### src/rtl/if_fetch_pkg.sv
// Shared constants, bus types and branch-counter encodings for the instruction-fetch slice.
// Imported by if_fetch and, when IF_FETCH_BTB_EN is defined, by if_btb.
package if_fetch_pkg;

    localparam int INST_ADDR_W = 32;
    localparam int INST_W      = 32;

    typedef logic [INST_ADDR_W-1:0] inst_addr_t;
    typedef logic [INST_W-1:0]      inst_t;

    localparam logic [31:0] ZERO_WORD = 32'h0000_0000;
    localparam logic        ONE       = 1'b1;
    localparam logic        ZERO      = 1'b0;

    localparam int BTB_LOG2_DEF = 4;

    // 2-bit saturating direction counter; the MSB is the taken prediction.
    typedef enum logic [1:0] {
        SNT = 2'b00,
        WNT = 2'b01,
        WT  = 2'b10,
        ST  = 2'b11
    } ctr_e;

    // IF/ID pipeline register contents.
    typedef struct packed {
        inst_addr_t pc;
        inst_t      inst;
        logic       is_taken;
        logic       valid;
    } ifid_t;

    function automatic ctr_e ctr_update(input ctr_e c, input logic taken);
        ctr_e r;
        r = c;
        if (taken) begin
            if (c != ST) r = ctr_e'(c + 2'd1);
        end else begin
            if (c != SNT) r = ctr_e'(c - 2'd1);
        end
        return r;
    endfunction

endpackage

### src/rtl/if_btb.sv
// Direct-mapped branch target buffer with 2-bit counters, built only when IF_FETCH_BTB_EN is defined.
// Lookup is combinational on the fetch PC; updates from resolved branches land on the clock edge.
module if_btb
    import if_fetch_pkg::*;
#(
    parameter int BTB_LOG2 = BTB_LOG2_DEF
) (
    input  logic        clk,
    input  logic        rst,
    input  logic [31:0] lookup_pc_i,
    output logic        pred_taken_o,
    output logic [31:0] pred_target_o,
    input  logic        upd_en_i,
    input  logic [31:0] upd_pc_i,
    input  logic        upd_taken_i,
    input  logic [31:0] upd_target_i
);

    localparam int ENTRIES = 1 << BTB_LOG2;
    localparam int TAG_W   = 32 - BTB_LOG2 - 2;

    logic [ENTRIES-1:0] valid_q;
    logic [TAG_W-1:0]   tag_q    [ENTRIES];
    logic [29:0]        target_q [ENTRIES];
    ctr_e               ctr_q    [ENTRIES];

    logic [BTB_LOG2-1:0] rd_idx;
    logic [BTB_LOG2-1:0] wr_idx;
    logic [TAG_W-1:0]    rd_tag;
    logic [TAG_W-1:0]    wr_tag;
    logic                rd_hit;
    logic                wr_hit;
    logic                wr_alloc;

    assign rd_idx = lookup_pc_i[BTB_LOG2+1:2];
    assign rd_tag = lookup_pc_i[31:BTB_LOG2+2];
    assign wr_idx = upd_pc_i[BTB_LOG2+1:2];
    assign wr_tag = upd_pc_i[31:BTB_LOG2+2];

    // Lookup reads the registered arrays, so a same-edge update is not visible yet.
    assign rd_hit        = valid_q[rd_idx] && (tag_q[rd_idx] == rd_tag);
    assign pred_taken_o  = rd_hit && (ctr_q[rd_idx] inside {WT, ST});
    assign pred_target_o = {target_q[rd_idx], 2'b00};

    assign wr_hit   = valid_q[wr_idx] && (tag_q[wr_idx] == wr_tag);
    assign wr_alloc = upd_en_i && !wr_hit && upd_taken_i;

    // Word-aligned addresses only; the byte-offset bits carry no information here.
    logic unused_low;
    assign unused_low = ^{lookup_pc_i[1:0], upd_pc_i[1:0], upd_target_i[1:0]};

    // NOTE: sequential state is written with <= so every register samples pre-edge values.
    always_ff @(posedge clk or negedge rst) begin
        if (!rst) begin
            valid_q <= '0;
        end else if (wr_alloc) begin
            valid_q[wr_idx] <= ONE;
        end
    end

    // NOTE: payload arrays are not reset; valid_q gates every use, which keeps them RAM-mappable.
    always_ff @(posedge clk) begin
        if (upd_en_i) begin
            if (wr_hit) begin
                ctr_q[wr_idx] <= ctr_update(ctr_q[wr_idx], upd_taken_i);
                if (upd_taken_i) begin
                    target_q[wr_idx] <= upd_target_i[31:2];
                end
            end else if (upd_taken_i) begin
                tag_q[wr_idx]    <= wr_tag;
                target_q[wr_idx] <= upd_target_i[31:2];
                ctr_q[wr_idx]    <= WT;
            end
        end
    end

endmodule

### src/rtl/if_fetch.sv
// Instruction-fetch stage: owns the PC, drives the combinational instruction ROM and loads IF/ID.
// Define IF_FETCH_BTB_EN to add BTB-based taken prediction; otherwise fetch is always-not-taken.
module if_fetch
    import if_fetch_pkg::*;
#(
    parameter logic [31:0] RESET_PC = 32'h0000_0000,
    parameter int          BTB_LOG2 = BTB_LOG2_DEF
) (
    input  logic        clk,
    input  logic        rst,
    input  logic        stall,
    input  logic        flush,
    input  logic [31:0] flush_pc,
    input  logic        br_update,
    input  logic [31:0] br_pc,
    input  logic        br_taken,
    input  logic [31:0] br_target,
    output logic        rom_ce,
    output logic [31:0] rom_addr,
    output logic        rom_is_taken,
    input  logic [31:0] rom_inst,
    input  logic        rom_is_taken_ret,
    output logic [31:0] id_pc,
    output logic [31:0] id_inst,
    output logic        id_is_taken,
    output logic        id_valid
);

    inst_addr_t pc_q;
    inst_addr_t pc_d;
    logic       ce_q;
    logic       ce_d;
    ifid_t      ifid_q;
    ifid_t      ifid_d;
    logic       pred_taken;
    inst_addr_t pred_target;

    logic unused_flush_low;
    assign unused_flush_low = ^flush_pc[1:0];

`ifdef IF_FETCH_BTB_EN
    if_btb #(
        .BTB_LOG2(BTB_LOG2)
    ) u_btb (
        .clk           (clk),
        .rst           (rst),
        .lookup_pc_i   (pc_q),
        .pred_taken_o  (pred_taken),
        .pred_target_o (pred_target),
        .upd_en_i      (br_update),
        .upd_pc_i      (br_pc),
        .upd_taken_i   (br_taken),
        .upd_target_i  (br_target)
    );
`else
    assign pred_taken  = ZERO;
    assign pred_target = ZERO_WORD;

    // Branch resolution has no consumer without a BTB.
    logic                unused_br;
    logic [BTB_LOG2-1:0] unused_btb_idx;
    assign unused_br      = ^{br_update, br_pc, br_taken, br_target};
    assign unused_btb_idx = '0;
`endif

    // NOTE: every always_comb output gets a default first, so no path can infer a latch.
    always_comb begin
        pc_d   = pc_q;
        ce_d   = ONE;
        ifid_d = ifid_q;
        if (!ce_q) begin
            ifid_d = '0;
        end else if (flush) begin
            pc_d   = {flush_pc[31:2], 2'b00};
            ifid_d = '0;
        end else if (!stall) begin
            ifid_d = '{pc: pc_q, inst: rom_inst, is_taken: rom_is_taken_ret, valid: ONE};
            pc_d   = pred_taken ? pred_target : pc_q + 32'd4;
        end
    end

    always_ff @(posedge clk or negedge rst) begin
        if (!rst) begin
            pc_q   <= RESET_PC;
            ce_q   <= ZERO;
            ifid_q <= '0;
        end else begin
            pc_q   <= pc_d;
            ce_q   <= ce_d;
            ifid_q <= ifid_d;
        end
    end

    assign rom_ce       = ce_q;
    assign rom_addr     = pc_q;
    assign rom_is_taken = pred_taken & ce_q;

    assign id_pc       = ifid_q.pc;
    assign id_inst     = ifid_q.inst;
    assign id_is_taken = ifid_q.is_taken;
    assign id_valid    = ifid_q.valid;

endmodule

### config.mk
export PLATFORM = sky130hd
export DESIGN_NAME = if_fetch
export DESIGN_NICKNAME = d
export VERILOG_FILES = /design/src/rtl/if_fetch_pkg.sv /design/src/rtl/if_btb.sv /design/src/rtl/if_fetch.sv
export SDC_FILE = /design/constraint.sdc
export NUM_CORES = 1
export LEC_CHECK = 0
export CORE_ASPECT_RATIO = 1.25
export CORE_MARGIN = 2
export CORE_UTILIZATION = 36
export DETAILED_ROUTE_END_ITERATION = 6
export PLACE_DENSITY = 0.86
export SKIP_LAST_GASP = 1
export SYNTH_ARGS = -nofsm -noshare
export SYNTH_HDL_FRONTEND = slang
export SYNTH_HIERARCHICAL = 1
export SYNTH_SLANG_ARGS = --single-unit
### constraint.sdc
create_clock -name clk -period 1.7 [get_ports clk]
set_input_delay 0.17 -clock clk [delete_from_list [all_inputs] [get_ports clk]]
set_output_delay 0.17 -clock clk [all_outputs]
set_load 0.1 [all_outputs]
==> flow_metrics.env <==
export IMPL_rsz0062_at_grt="yes"
export IMPL_violations="setup timing"
export IMPL_timing_final_ws_setup_ns=-0.05063
export IMPL_cts_made_buffers=9
export IMPL_h_tree_levels=3
export IMPL_area_growth_pct=62.07
export IMPL_worst_setup_path_type="register to register"
export IMPL_vdd_ir_drop_worst_mv=0.4959
export IMPL_number_of_buffers_added_on_ports=163
export IMPL_worst_path_most_repeated_cell="buf_6"
export IMPL_final_nets=791
export IMPL_detailed_place_hpwl_um=10230
export IMPL_synth_avg_cell_area_sq_um=10.13
export IMPL_gpl_final_weighted_congestion=0.8268
export IMPL_drtPass1Iterations=5
export IMPL_final_hold_worst_slack_ns=0.3613
export IMPL_yosysWarningCount=6
export IMPL_grt_max_degree=58
export IMPL_outcome="complete, but fails checks"
export IMPL_synth_top_cells_by_area="dfrtp_1, mux2i_1, nor2_1"
export IMPL_routed_via_density=5.309
export IMPL_antenna_diode_count=0
export IMPL_ys_types=45
export IMPL_synth_top_area_frac=0.5202
export IMPL_finalClockSkew_ns=0.01060
export IMPL_first_pass_grt_wire_length_um=22810
export IMPL_clk_transition_reported_paths_ns=0.07
export IMPL_cp_arrival_ns=1.98
export IMPL_drc_errors=0
export IMPL_cpPeakStageDelay_ns=0.43
export IMPL_total_power_uw=7995
export IMPL_starting_density=0.3664
export IMPL_async_flop_share=1.000
export IMPL_synth_enable_flop_cells=0
export IMPL_drtAntennaViolNets=0
export IMPL_pre_cts_ws_ns=-0.06289
export IMPL_drv_cap=0
export IMPL_timing_critical_path_required_ns=1.93
export IMPL_clock_latency_ns=0.34
export IMPL_synthTopCellsByCount="dfrtp_1, nor2_1, mux2i_1"
export IMPL_antenna_found_initial=0
export IMPL_worst_hold_path_type="primary input to asynchronous set/reset pin"
export IMPL_detail_route_wl_per_cell_um=17.36
export IMPL_postRouteWirelength_um=14380
export IMPL_crit_fanout=4
export IMPL_post_route_min_period_ns=1.751
export IMPL_floorplan_die_width_um=105.3
export IMPL_synth_most_common_cell="dfrtp_1"
export IMPL_clockBufferDepth=2
export IMPL_grt_overflow_total=0
export IMPL_die_area_sq_um=13760
export IMPL_tritoncts_clock_tree="built"
export IMPL_ys_ff_latch=96
export IMPL_placement_rows=46
export IMPL_first_iter_violations=262
export IMPL_final_min_period_over_clock_period=1.030
export IMPL_startpoint_type="register"
export IMPL_power_density_nw_per_um2=1068
export IMPL_synth_seq_area_share=0.5202
export IMPL_setup_total_negative_slack_ns=-0.1980
export IMPL_cell_type_with_the_highest_aggregate_area_in_the_netlist="dfrtp_1"
export IMPL_synth_ff_type="dfrtp_1"
export IMPL_syn_instance_count=456
export IMPL_final_max_slew_viol_count=0
export IMPL_critical_path_endpoint_type="register"
export IMPL_setup_viol_count_final=7
export IMPL_netlist_area_sq_um=4618
export IMPL_static_leakage_power_uw=0.003534
export IMPL_number_of_global_route_vias_before_repair=4436
export IMPL_core_area_sq_um=12600
export IMPL_timing_critical_path_cells="buf_6 -> nand4_1 -> buf_4 -> nor2_4 -> buf_6 -> and4_1 -> o21ai_1 -> o221a_2"
export IMPL_clockRootBuffer="clkbuf_16"
export IMPL_gr_usage_all_layers=0.2094
export IMPL_slowest_stage="dfrtp_4"
export IMPL_f_max_mhz=571.2
export IMPL_num_vias=4396
export IMPL_finalHoldViolCount=0
export IMPL_num_io_pins=235
export IMPL_dieHeight_um=130.6
export IMPL_filler_cell_count=1028
export IMPL_final_core_util=0.5938
export IMPL_cts_sink_count=96
export IMPL_drive_above_1_share=0.3348
[final cells by class]
cell class,instances,area [sq um],share of cell area
well taps,168,210.2,0.02808
multi-input cells,322,2137,0.2855
clock buffers,10,239.0,0.03193
inverters,3,11.26,0.001505
flip-flops and latches,96,2490,0.3327
clock inverters,6,82.58,0.01103
repair buffers,223,2315,0.3093
[path summary, 6_finish.rpt]
kind | start | endpoint | slack, ns | cells after the start
max in group asynchronous | rst | id_inst[26] | 0.90 | 3
worst max register to register | rom_addr[4] | rom_addr[8] | -0.05 | 8
worst max-delay path | rom_addr[4] | rom_addr[8] | -0.05 | 8
worst min-delay path | rst | id_pc[24] | 0.36 | 3
min in group clk | rom_inst[23] | id_inst[23] | 0.43 | 3
worst min register to register | id_pc[24] | id_pc[24] | 0.52 | 2
[sequential cells by signal (all words and copies together) (netlist names)]
name and flops:
id_valid 1, id_inst 32, id_is_taken 1, id_pc 31
rom_ce 1, rom_addr 30
[through the flow]
step           cells  instance area (sq um)
6_report         828                   7485
3_3_place_gp     800                   7018
4_1_cts          825                   7442
3_5_place_dp     800                   7018
2_1_floorplan    458                   4806
5_1_grt          828                   7485
[cells in the final DEF, fill, tap and decap left out, drive strengths merged, types with 2 or more instances in the layout]
cell           instances
a21oi                 25
a31oi                  2
and3                  11
and4                   3
buf                  158
bufinv                 2
clkbuf                10
clkdlybuf4s50         64
clkinv                 3
conb                   4
dfrtp                 96
inv                    3
mux2i                 75
nand2                 26
nand3                 17
nand4                 11
nor2                  79
nor2b                  5
nor3                   5
nor4                   2
o211ai                 3
o21a                   3
o21ai                  8
o22a                   2
o22ai                 23
or3                    3
[power by group]
part	switching [uW]	internal, uW	leakage (uW)
Sequential	200	2510	0.00123
Combinational	2010	1080	0.00215
Clock	871	1320	0.000158
Total	3080	4910	0.00353
[layer usage]
layer  vias to the layer above  wire length [um]  global-route usage
li1                       2007                 -                   -
met2                       219              7507              0.3677
met3                        41              1104             0.05208
met4                         0               439             0.08941
met1                      2129              5324              0.2448
met5                         -                 0                   0
[cell families after synthesis]
| kind of cell | Yosys count | synth area share |
|---|---|---|
| mux | 75 | 0.1626 |
| other cells | 2 | 0.001626 |
| buf+inv | 40 | 0.03793 |
| simple gates | 167 | 0.1750 |
| compound gates | 74 | 0.09808 |
| xor+xnor | 1 | 0.001897 |
| flops | 96 | 0.5202 |
| fa+ha+maj | 1 | 0.002709 |
[what timing repair did]
action	CTS	global route
setup buffers	8	3
gates cloned	0	0
pin swaps	9	6
endpoints found under the setup margin	8	15
gates resized for setup	6	5
hold buffers	1	0
hold endpoints to repair	96	0
[critical path, delay by kind of cell (launching register included)]
kind,cells,cell delay [ns]
and+or+nand+nor,3,0.53
buffers and inverters,3,0.47
DFF,1,0.43
AOI/OAI and AO/OA,2,0.20
No activity file was read; power rests on OpenSTA's default activity.
